$ cat src/rtl/fp32_accum.sv
// Sequential fp32 accumulator: ALIGN -> ADD -> NORM datapath per element, round-toward-zero,
// no sticky bit, denormals flushed, canonical NaN. Result held in DONE until out_ready_i.
module fp32_accum (
  input  logic        clk,
  input  logic        rst_n,
  input  logic        clr_i,
  input  logic [31:0] in_i,
  input  logic        in_valid_i,
  input  logic        in_last_i,
  output logic        in_ready_o,
  output logic [31:0] out_o,
  output logic        out_valid_o,
  input  logic        out_ready_i
);

  localparam logic [31:0] QNAN = 32'h7FC00000;

  typedef enum logic [2:0] {IDLE, ALIGN, ADD, NORM, DONE} state_e;

  state_e      state_q;
  logic [31:0] acc_q, op_q, out_q, spec_val_q;
  logic        last_q, spec_q;
  logic [26:0] ma_q, mb_q;
  logic        sa_q, sb_q, sgn_q;
  logic [7:0]  exp_q;
  logic [27:0] sum_q;

  // unpack + align (ALIGN state)
  logic        sa, sb;
  logic [7:0]  ea, eb, diff, exp_d;
  logic [22:0] fa, fb;
  logic        a_nan, b_nan, a_inf, b_inf, spec_d;
  logic [31:0] spec_val_d;
  logic [26:0] ma_raw, mb_raw, ma_d, mb_d;

  assign {sa, ea, fa} = acc_q;
  assign {sb, eb, fb} = op_q;

  always_comb begin
    a_nan  = (ea == 8'hFF) && (fa != 23'd0);
    b_nan  = (eb == 8'hFF) && (fb != 23'd0);
    a_inf  = (ea == 8'hFF) && (fa == 23'd0);
    b_inf  = (eb == 8'hFF) && (fb == 23'd0);
    ma_raw = (ea == 8'd0) ? 27'd0 : {1'b1, fa, 3'b000};
    mb_raw = (eb == 8'd0) ? 27'd0 : {1'b1, fb, 3'b000};
    spec_d = 1'b1;
    if (a_nan || b_nan)                 spec_val_d = QNAN;
    else if (a_inf && b_inf && sa != sb) spec_val_d = QNAN;
    else if (a_inf)                     spec_val_d = {sa, 8'hFF, 23'd0};
    else if (b_inf)                     spec_val_d = {sb, 8'hFF, 23'd0};
    else begin
      spec_d     = 1'b0;
      spec_val_d = 32'd0;
    end
    if (ea >= eb) begin
      diff  = ea - eb;
      exp_d = ea;
      ma_d  = ma_raw;
      mb_d  = (diff >= 8'd27) ? 27'd0 : (mb_raw >> diff);
    end else begin
      diff  = eb - ea;
      exp_d = eb;
      mb_d  = mb_raw;
      ma_d  = (diff >= 8'd27) ? 27'd0 : (ma_raw >> diff);
    end
  end

  // signed-magnitude add (ADD state)
  logic [27:0] sum_d;
  logic        sgn_d;

  always_comb begin
    if (sa_q == sb_q) begin
      sum_d = {1'b0, ma_q} + {1'b0, mb_q};
      sgn_d = sa_q;
    end else if (ma_q >= mb_q) begin
      sum_d = {1'b0, ma_q - mb_q};
      sgn_d = (ma_q == mb_q) ? 1'b0 : sa_q;
    end else begin
      sum_d = {1'b0, mb_q - ma_q};
      sgn_d = sb_q;
    end
  end

  // leading-one normalize, truncate, range check (NORM state)
  logic [4:0]  lead, sh;
  logic [27:0] norm;
  logic [9:0]  e_n;
  logic [22:0] m_n;
  logic [31:0] res_d;

  always_comb begin
    lead = 5'd0;
    for (int i = 0; i < 28; i++)
      if (sum_q[i]) lead = 5'(i);
    sh   = 5'd0;
    norm = sum_q;
    if (sum_q[27]) begin
      m_n = 23'(sum_q >> 4);
      e_n = {2'b00, exp_q} + 10'd1;
    end else begin
      sh   = 5'd26 - lead;
      norm = sum_q << sh;
      m_n  = 23'(norm >> 3);
      e_n  = {2'b00, exp_q} - {5'd0, sh};
    end
    if (spec_q)                     res_d = spec_val_q;
    else if (sum_q == 28'd0)        res_d = {sgn_q, 31'd0};
    else if (e_n[9] || e_n == 10'd0) res_d = {sgn_q, 31'd0};
    else if (e_n >= 10'd255)        res_d = {sgn_q, 8'hFF, 23'd0};
    else                            res_d = {sgn_q, e_n[7:0], m_n};
  end

  always_ff @(posedge clk or negedge rst_n) begin
    if (!rst_n) begin
      state_q    <= IDLE;
      acc_q      <= 32'd0;
      op_q       <= 32'd0;
      out_q      <= 32'd0;
      last_q     <= 1'b0;
      spec_q     <= 1'b0;
      spec_val_q <= 32'd0;
      ma_q       <= 27'd0;
      mb_q       <= 27'd0;
      sa_q       <= 1'b0;
      sb_q       <= 1'b0;
      exp_q      <= 8'd0;
      sum_q      <= 28'd0;
      sgn_q      <= 1'b0;
    end else if (clr_i) begin
      state_q <= IDLE;
      acc_q   <= 32'd0;
      out_q   <= 32'd0;
    end else begin
      case (state_q)
        IDLE: if (in_valid_i) begin
          op_q    <= in_i;
          last_q  <= in_last_i;
          state_q <= ALIGN;
        end
        ALIGN: begin
          ma_q       <= ma_d;
          mb_q       <= mb_d;
          sa_q       <= sa;
          sb_q       <= sb;
          exp_q      <= exp_d;
          spec_q     <= spec_d;
          spec_val_q <= spec_val_d;
          state_q    <= ADD;
        end
        ADD: begin
          sum_q   <= sum_d;
          sgn_q   <= sgn_d;
          state_q <= NORM;
        end
        NORM: begin
          acc_q <= res_d;
          if (last_q) begin
            out_q   <= res_d;
            state_q <= DONE;
          end else begin
            state_q <= IDLE;
          end
        end
        DONE: if (out_ready_i) begin
          acc_q   <= 32'd0;
          state_q <= IDLE;
        end
        default: state_q <= IDLE;
      endcase
    end
  end

  assign in_ready_o  = (state_q == IDLE);
  assign out_valid_o = (state_q == DONE);
  assign out_o       = out_q;

endmodule

$ cat config.mk
export PLATFORM = sky130hd
export DESIGN_NAME = fp32_accum
export DESIGN_NICKNAME = d
export VERILOG_FILES = /design/src/rtl/fp32_accum.sv
export SDC_FILE = /design/constraint.sdc
export NUM_CORES = 1
export LEC_CHECK = 0
export CORE_MARGIN = 8
export CORE_UTILIZATION = 62
export DETAILED_ROUTE_END_ITERATION = 16
export PLACE_DENSITY = 0.81
export SYNTH_ARGS = -nofsm -noshare
export SYNTH_HDL_FRONTEND = slang
export SYNTH_SLANG_ARGS = --single-unit
$ cat constraint.sdc
create_clock -name clk -period 9.5 [get_ports clk]
set_clock_uncertainty 0.15 [all_clocks]
set_input_delay 1.425 -clock clk [delete_from_list [all_inputs] [get_ports clk]]
set_output_delay 1.425 -clock clk [all_outputs]
set_load 0.01 [all_outputs]
[Word level (Yosys, flattened, before mapping)]
Index checks and enable logic that the tools add are counted.
Word-level totals
  input port bits: 38
  bits in registers: 226
  output and inout port bits: 34
Cells by class
  muxes and demuxes: 64
  equal/unequal tests: 11
  bitwise operators: 1
  add/subtract/negate cells: 8
  shift-type cells: 3
  magnitude comparators: 5
  reductions and logical operators: 26
Operator list (number)
  2-to-1 mux 32 bit: 10
  2-to-1 mux 27 bit: 7
  2-to-1 mux 5 bit: 26
  2-to-1 mux 31 bit: 3
  case mux 32 bit (2 select lines): 1
  right shift 27 x 8 -> 27 bit: 2
  subtractor 27 bit: 2
  logical NOT 23 bit: 2
  nonzero test 23 bit: 2
  adder 27 x 27 -> 28 bit: 1
  logical NOT 28 bit: 1
  2-to-1 mux 28 bit: 1
  left shift 28 x 5 -> 26 bit: 1
  == test 27 bit: 1
  >= comparator 27 bit: 1
  2-to-1 mux 23 bit: 1
  == test 8 bit, second input constant: 2
  >= comparator 8 x 5 -> 1 bit, second input constant: 2
  logical NOT 8 bit: 2
  subtractor 8 bit: 2
  case mux 3 bit (5 select lines): 1
  2-to-1 mux 3 bit: 4
  >= comparator 10 x 8 -> 1 bit, second input constant: 1
  logical NOT 10 bit: 1
  other kinds (22): 41

[Logic depth before layout (Yosys ltp)]
  depth in word-level cells: 38
  depth in mapped cells: 23

[Worst setup path before layout]
OpenSTA, ideal clock, no wires.
  path kind: register to register
  start point: register sum_q[19]
  end point: register acc_q[15]
  arrival time: 5.254 ns
  required time: 9.212 ns
  cell stages (with the launch flop): 24
  clock period less this slack: 5.541 ns
  path slack: 3.959 ns
  library setup time: 0.138 ns
  path through: dfrtp_1 buf_2 nor3b_1 or4_1 a211oi_2 nor4_1 clkbuf_1 clkbuf_1 inv_1 ha_1 xnor2_1 inv_1 clkbuf_1 ha_1 a21oi_1 a41o_1 o21a_1 a21oi_1 nor2_1 a311o_1 or4_1 nand4b_1 buf_2 o21ai_0
Between the ends
  longest elaborated chain between the ends: 19
  elaborated cells between the ends (all ways): 24
  classes of those cells: 2 x add/sub; 1 x order compare; 1 x shift; 17 x mux; 3 x reduce/logical
RTL lines
  start: declaration: line 26  | logic [27:0] sum_q;
  start signal: assignment: line 152  | sum_q <= sum_d;
  2-to-1 mux 5 bit (9 in series): line 95  | if (sum_q[i]) lead = 5'(i);
  subtractor 5 bit: line 102  | sh = 5'd26 - lead;
  subtractor 8 x 5 -> 9 bit: line 105  | e_n = {2'b00, exp_q} - {5'd0, sh};
  2-to-1 mux 10 bit: line 98  | if (sum_q[27]) begin
  >= comparator 10 x 8 -> 1 bit or logical NOT 10 bit (tied branches): line 110, 109
  2-to-1 mux 31 bit or logical OR 1 bit (tied branches): line 110, 109
  2-to-1 mux 31 bit: line 109  | else if (e_n[9] || e_n == 10'd0) res_d = {sgn_q, 31'd0};
  2-to-1 mux 31 bit (*): line 108  | else if (sum_q == 28'd0) res_d = {sgn_q, 31'd0};
  2-to-1 mux 32 bit (*): line 107  | if (spec_q) res_d = spec_val_q;
  case mux 32 bit (2 select lines) (*): line 135  | case (state_q)
  2-to-1 mux 32 bit (*): line 130  | end else if (clr_i) begin
  end signal: assignment: line 157  | acc_q <= res_d;
  end: declaration: line 21  | logic [31:0] acc_q, op_q, out_q, spec_val_q;
Mark *: on every way between the ends. The rest lies on a longest branch, timed or not.
A chain may end at the register's enable or synchronous reset.

[Final worst setup path]
  start point: register sum_q[20]
  end point: register acc_q[7]
Between the ends
  longest elaborated chain between the ends: 18
  elaborated cells between the ends (all ways): 23
  classes of those cells: 2 x add/sub; 1 x order compare; 1 x shift; 16 x mux; 3 x reduce/logical
RTL lines (line)
  2-to-1 mux 5 bit (8 in series): 95
  subtractor 5 bit: 102
  subtractor 8 x 5 -> 9 bit: 105
  2-to-1 mux 10 bit: 98
  >= comparator 10 x 8 -> 1 bit or logical NOT 10 bit (tied branches): 110, 109
  2-to-1 mux 31 bit or logical OR 1 bit (tied branches): 110, 109
  2-to-1 mux 31 bit: 109
  2-to-1 mux 31 bit (*): 108
  2-to-1 mux 32 bit (*): 107
  case mux 32 bit (2 select lines) (*): 135
  2-to-1 mux 32 bit (*): 130
Marks and branches as above.

==> results by stage <==
Status:
- The run finished with clean final reports.

Synth:
- Among all flip-flop cells after synthesis, the most frequent one is sky130_fd_sc_hd__dfrtp_1.
- Averaged over all synthesized cells, the footprint is 8.16 sq um.
- Yosys attributes the largest share of cell area to sky130_fd_sc_hd__dfrtp_1, sky130_fd_sc_hd__ha_1, sky130_fd_sc_hd__mux2i_1.
- The register area share after synthesis is 28.8%.
- The cell count after synthesis is roughly 2100.
- By area, the combinational part of the netlist is dominated by compound AO/OA/AOI/OAI gates.
- The synthesized design contains 0 enable-type register cells.
- The xor and xnor fraction of the mapped netlist area is 2.68%.
- After synthesis, the most frequently instantiated cells are sky130_fd_sc_hd__nand2_1, sky130_fd_sc_hd__a21oi_1, sky130_fd_sc_hd__dfrtp_1.
- Counting flops with an async set or reset pin after synthesis yields a share of 100%.
- The area fraction of the dominant cell type after synthesis is a little under 30%.
- The number of nets produced by synthesis is 2228.
- The most frequent cell after synthesis is sky130_fd_sc_hd__nand2_1.
- The netlist uses 84 different library cells.
- For this run, the number of Yosys warnings is 0.
- The area share of fa/ha/maj cells after synthesis is between 8 and 9%.
- The synthesis-stage register bit count is 196.
- Summing the areas of all compound-gate instances in the mapped netlist gives between 20% and 30% of the synthesized area.
- The mapped netlist covers approximately 0.017 sq mm.
- Summing the areas of all and, or, nand and nor instances in the mapped netlist gives 16.0% of the synthesized area.
- In the synthesized netlist, mux cells make up 12.2% of the area.
- The cell accounting for the most synthesized area is sky130_fd_sc_hd__dfrtp_1.

Timing:
- The total count of hold-check failures in the final report is 0.
- Measured against its own limit, the worst slew margin works out to between 20 and 30%.
- Dividing the final minimum period by the clock period gives approximately two thirds.
- The final setup TNS is 0 ns.
- Setup violations remaining at the end of the flow were counted as 0.
- The number of max-slew violations in the final report was 0.
- For the pin with the worst max-slew slack, the measured transition is 1.07 ns.
- For this run, the top clock speed supported by timing is 162 MHz.
- The final critical-path required period is 6.16 ns.
- Setup repair after global routing left no endpoint under its margin.

Die:
- The total area inside the core boundary comes to 0.0270 sq mm.
- The area of the die is approximately 0.033 sq mm.
- The effective utilization at floorplan is 63.1%.
- The floorplan has 60 rows.
- The total I/O pin count is 72.
- The die extent in x is 182 um.
- The die is around 180 um tall.

Clocking:
- The clock tree buffer depth is 2.
- The number of H-tree levels is 4.
- The number of gates resized after cts is 0.
- The buffer count from post-CTS setup fixing is 0.
- After clock tree synthesis, the clock-pin slew on the worst setup and hold paths is 0.08 ns.
- The tree built by TritonCTS fans out to 196 sinks.
- In this run the clock root is driven by a sky130_fd_sc_hd__clkbuf_16.
- The clock buffer count from CTS is 17.
- TritonCTS built the clock tree.
- Hold repair after CTS inserted 0 buffers.
- The insertion delay of the later-clocked pin in the worst-skew pair is roughly 0.47 ns.

GRT:
- Global routing used 33.4% of the available tracks.
- Global routing finished with a remaining overflow of 0.
- The first global-routing pass estimated 87600 um of wire.
- The number of antenna violations at the first check in global routing was 1.
- Entering global routing, the biggest net connects around 120 pins.
- The number of global-route vias before repair was about 15000.

Critical path:
- The arrival time at the worst endpoint is between 6 and 7 ns.
- In this design, the largest share of critical-path delay is due to simple AND/OR/NAND/NOR gates.
- On the critical path, the stage with the largest delay is an instance of sky130_fd_sc_hd__or4_1.
- The worst setup path is launched from a register.
- The data required time at the worst endpoint is 9.67 ns.
- The critical path capture point type is a register.
- The delay of the slowest cell on the worst path is 0.62 ns.
- Walking the worst path, the cells encountered are nor2b_1 -> or4_1 -> a211oi_2 -> nor4_2 -> inv_1 -> ha_1 -> xnor2_1 -> buf_4 -> inv_1 -> ha_1 -> a21oi_1 -> a41o_1 -> o21a_1 -> a21oi_1 -> nor2_1 -> a311o_1 -> or4_1 -> nand4b_1 -> o21ai_0.
- The total buffers and inverters traversed by the critical path is 3.
- The worst register-to-register path has a depth of 19.
- Along the worst path, the maximum fanout reaches 23.
- The critical path in this run is classified as register to register.
- The critical path crosses 19 cells after its start point.

Min path:
- The worst hold path depth is 2.
- The path class of the lowest-slack min-delay path is register to register.

Placement:
- The congestion estimate from routability-driven global placement came to 0.987.
- Buffers placed on the I/O ports in this run total 71.
- Detailed placement finished with a half-perimeter wire length of 43000 um.

Routing:
- In this run the remaining antenna-violating nets after routing total 0.
- After detailed routing, the average wire length per cell comes to 23.2 um.
- After the first detailed-routing iteration, the DRC count stood at 2268.
- For this block, the via count after detailed routing is 16700.
- The final layout contains routed wiring with a total length of approximately 56000 um.
- The first TritonRoute pass finished after 5 iterations.
- Dividing the detail-routed via count by the number of cells gives about 6.9.
- After detailed routing, the number of remaining DRC violations is 0.

Cells and area:
- The number of nets in the final layout is around 2200.
- The area growth from synthesis to final layout is 8.95%.
- Cells with a size suffix above 1 make up a little under 8% of the layout.

Flow run:
- The total of max-cap violations is 0.
[through the flow]
stage / instance area (sq um) / cells / setup slack [ns] / hold slack [ns] / util, %
6_report: 18500 / 2419 / 3.34 / 0.342 / 68.7
5_1_grt: 18500 / 2418 / 2.99 / 0.365 / 68.7
4_1_cts: 18500 / 2418 / 3.51 / 0.342 / 68.7
3_5_place_dp: 17900 / 2386 / 3.54 / 0.324 / 66.5
3_3_place_gp: 17900 / 2386 / 3.64 / 0.314 / 66.5
2_1_floorplan: 17000 / 2084 / 3.96 / 0.299 / -
[worst reg2reg max path, delay by kind of cell, from the launching register on]
family | cells | cell delay [ns]
flip-flops | 1 | 0.45
XOR/XNOR | 1 | 0.13
adder cells (fa/ha/maj) | 2 | 0.75
AND/OR/NAND/NOR | 6 | 1.95
buffers and inverters | 3 | 0.85
AO/OA/AOI/OAI | 7 | 1.74
[worst paths after layout]
check                           from        end  slack (ns)
setup / recovery           sum_q[20]   acc_q[7]        3.34
hold / removal              out_o[3]   out_o[3]        0.34
setup reg to reg           sum_q[20]   acc_q[7]        3.34
hold reg to reg             out_o[3]   out_o[3]        0.34
max in group asynchronous      rst_n   op_q[20]        6.68
min in group asynchronous      rst_n  sum_q[24]        0.94
[layout by cell type, fill, tap and decap left out, types with 32 or more instances in the layout]
cell type / count
sky130_fd_sc_hd__xnor2_1: 32
sky130_fd_sc_hd__ha_1: 99
sky130_fd_sc_hd__inv_1: 127
sky130_fd_sc_hd__nor3_1: 39
sky130_fd_sc_hd__a21oi_1: 199
sky130_fd_sc_hd__mux2_2: 44
sky130_fd_sc_hd__clkdlybuf4s50_1: 70
sky130_fd_sc_hd__a211oi_1: 38
sky130_fd_sc_hd__dfrtp_1: 196
sky130_fd_sc_hd__mux2i_1: 102
sky130_fd_sc_hd__nand2_1: 239
sky130_fd_sc_hd__o21ai_0: 182
sky130_fd_sc_hd__nor2_1: 143
sky130_fd_sc_hd__a221oi_1: 54
[logic make-up (layout without fill, tap and decap cells)]
logic type               after synthesis  after routing
AND/OR/NAND/NOR                      592            592
flip-flops                           196            196
multiplexers                         171            171
buffers and inverters                268            261
adder cells (fa/ha/maj)              106            106
XOR/XNOR                              52             52
other                                  0              1
AO/OA/AOI/OAI                        699            699
[area by class of cell]
class	instances	area, sq um
tap	341	427
sequential	196	4900
multi-input combinational	1620	11200
clock buffer	17	425
clock inverter	15	181
timing repair buffer	102	947
fill	2225	8420
antenna	1	2.50
inverter	127	477
[routing by layer]
metal / up-vias / GRT usage, % / share of wire, %
li1: 7566 / - / -
met1: 8048 / 46.3 / 43
met2: 915 / 50.8 / 44
met3: 147 / 5.21 / 8.1
met4: 0 / 15.3 / 4.6
met5: - / 0 / 0
[flip-flops by register name, summed over array words and instances (netlist names)]
| signal | flops |
|---|---|
| mb_q | 27 |
| op_q | 32 |
| spec_val_q | 3 |
| sa_q | 1 |
| sgn_q | 1 |
| acc_q | 32 |
| sum_q | 28 |
| out_o | 32 |
| exp_q | 8 |
| last_q | 1 |
| sb_q | 1 |
| state_q | 3 |
| ma_q | 27 |
Power is left out: the tool's default activity adds up to more than one toggle a clock period on the data nets, which glitch-free logic cannot reach.
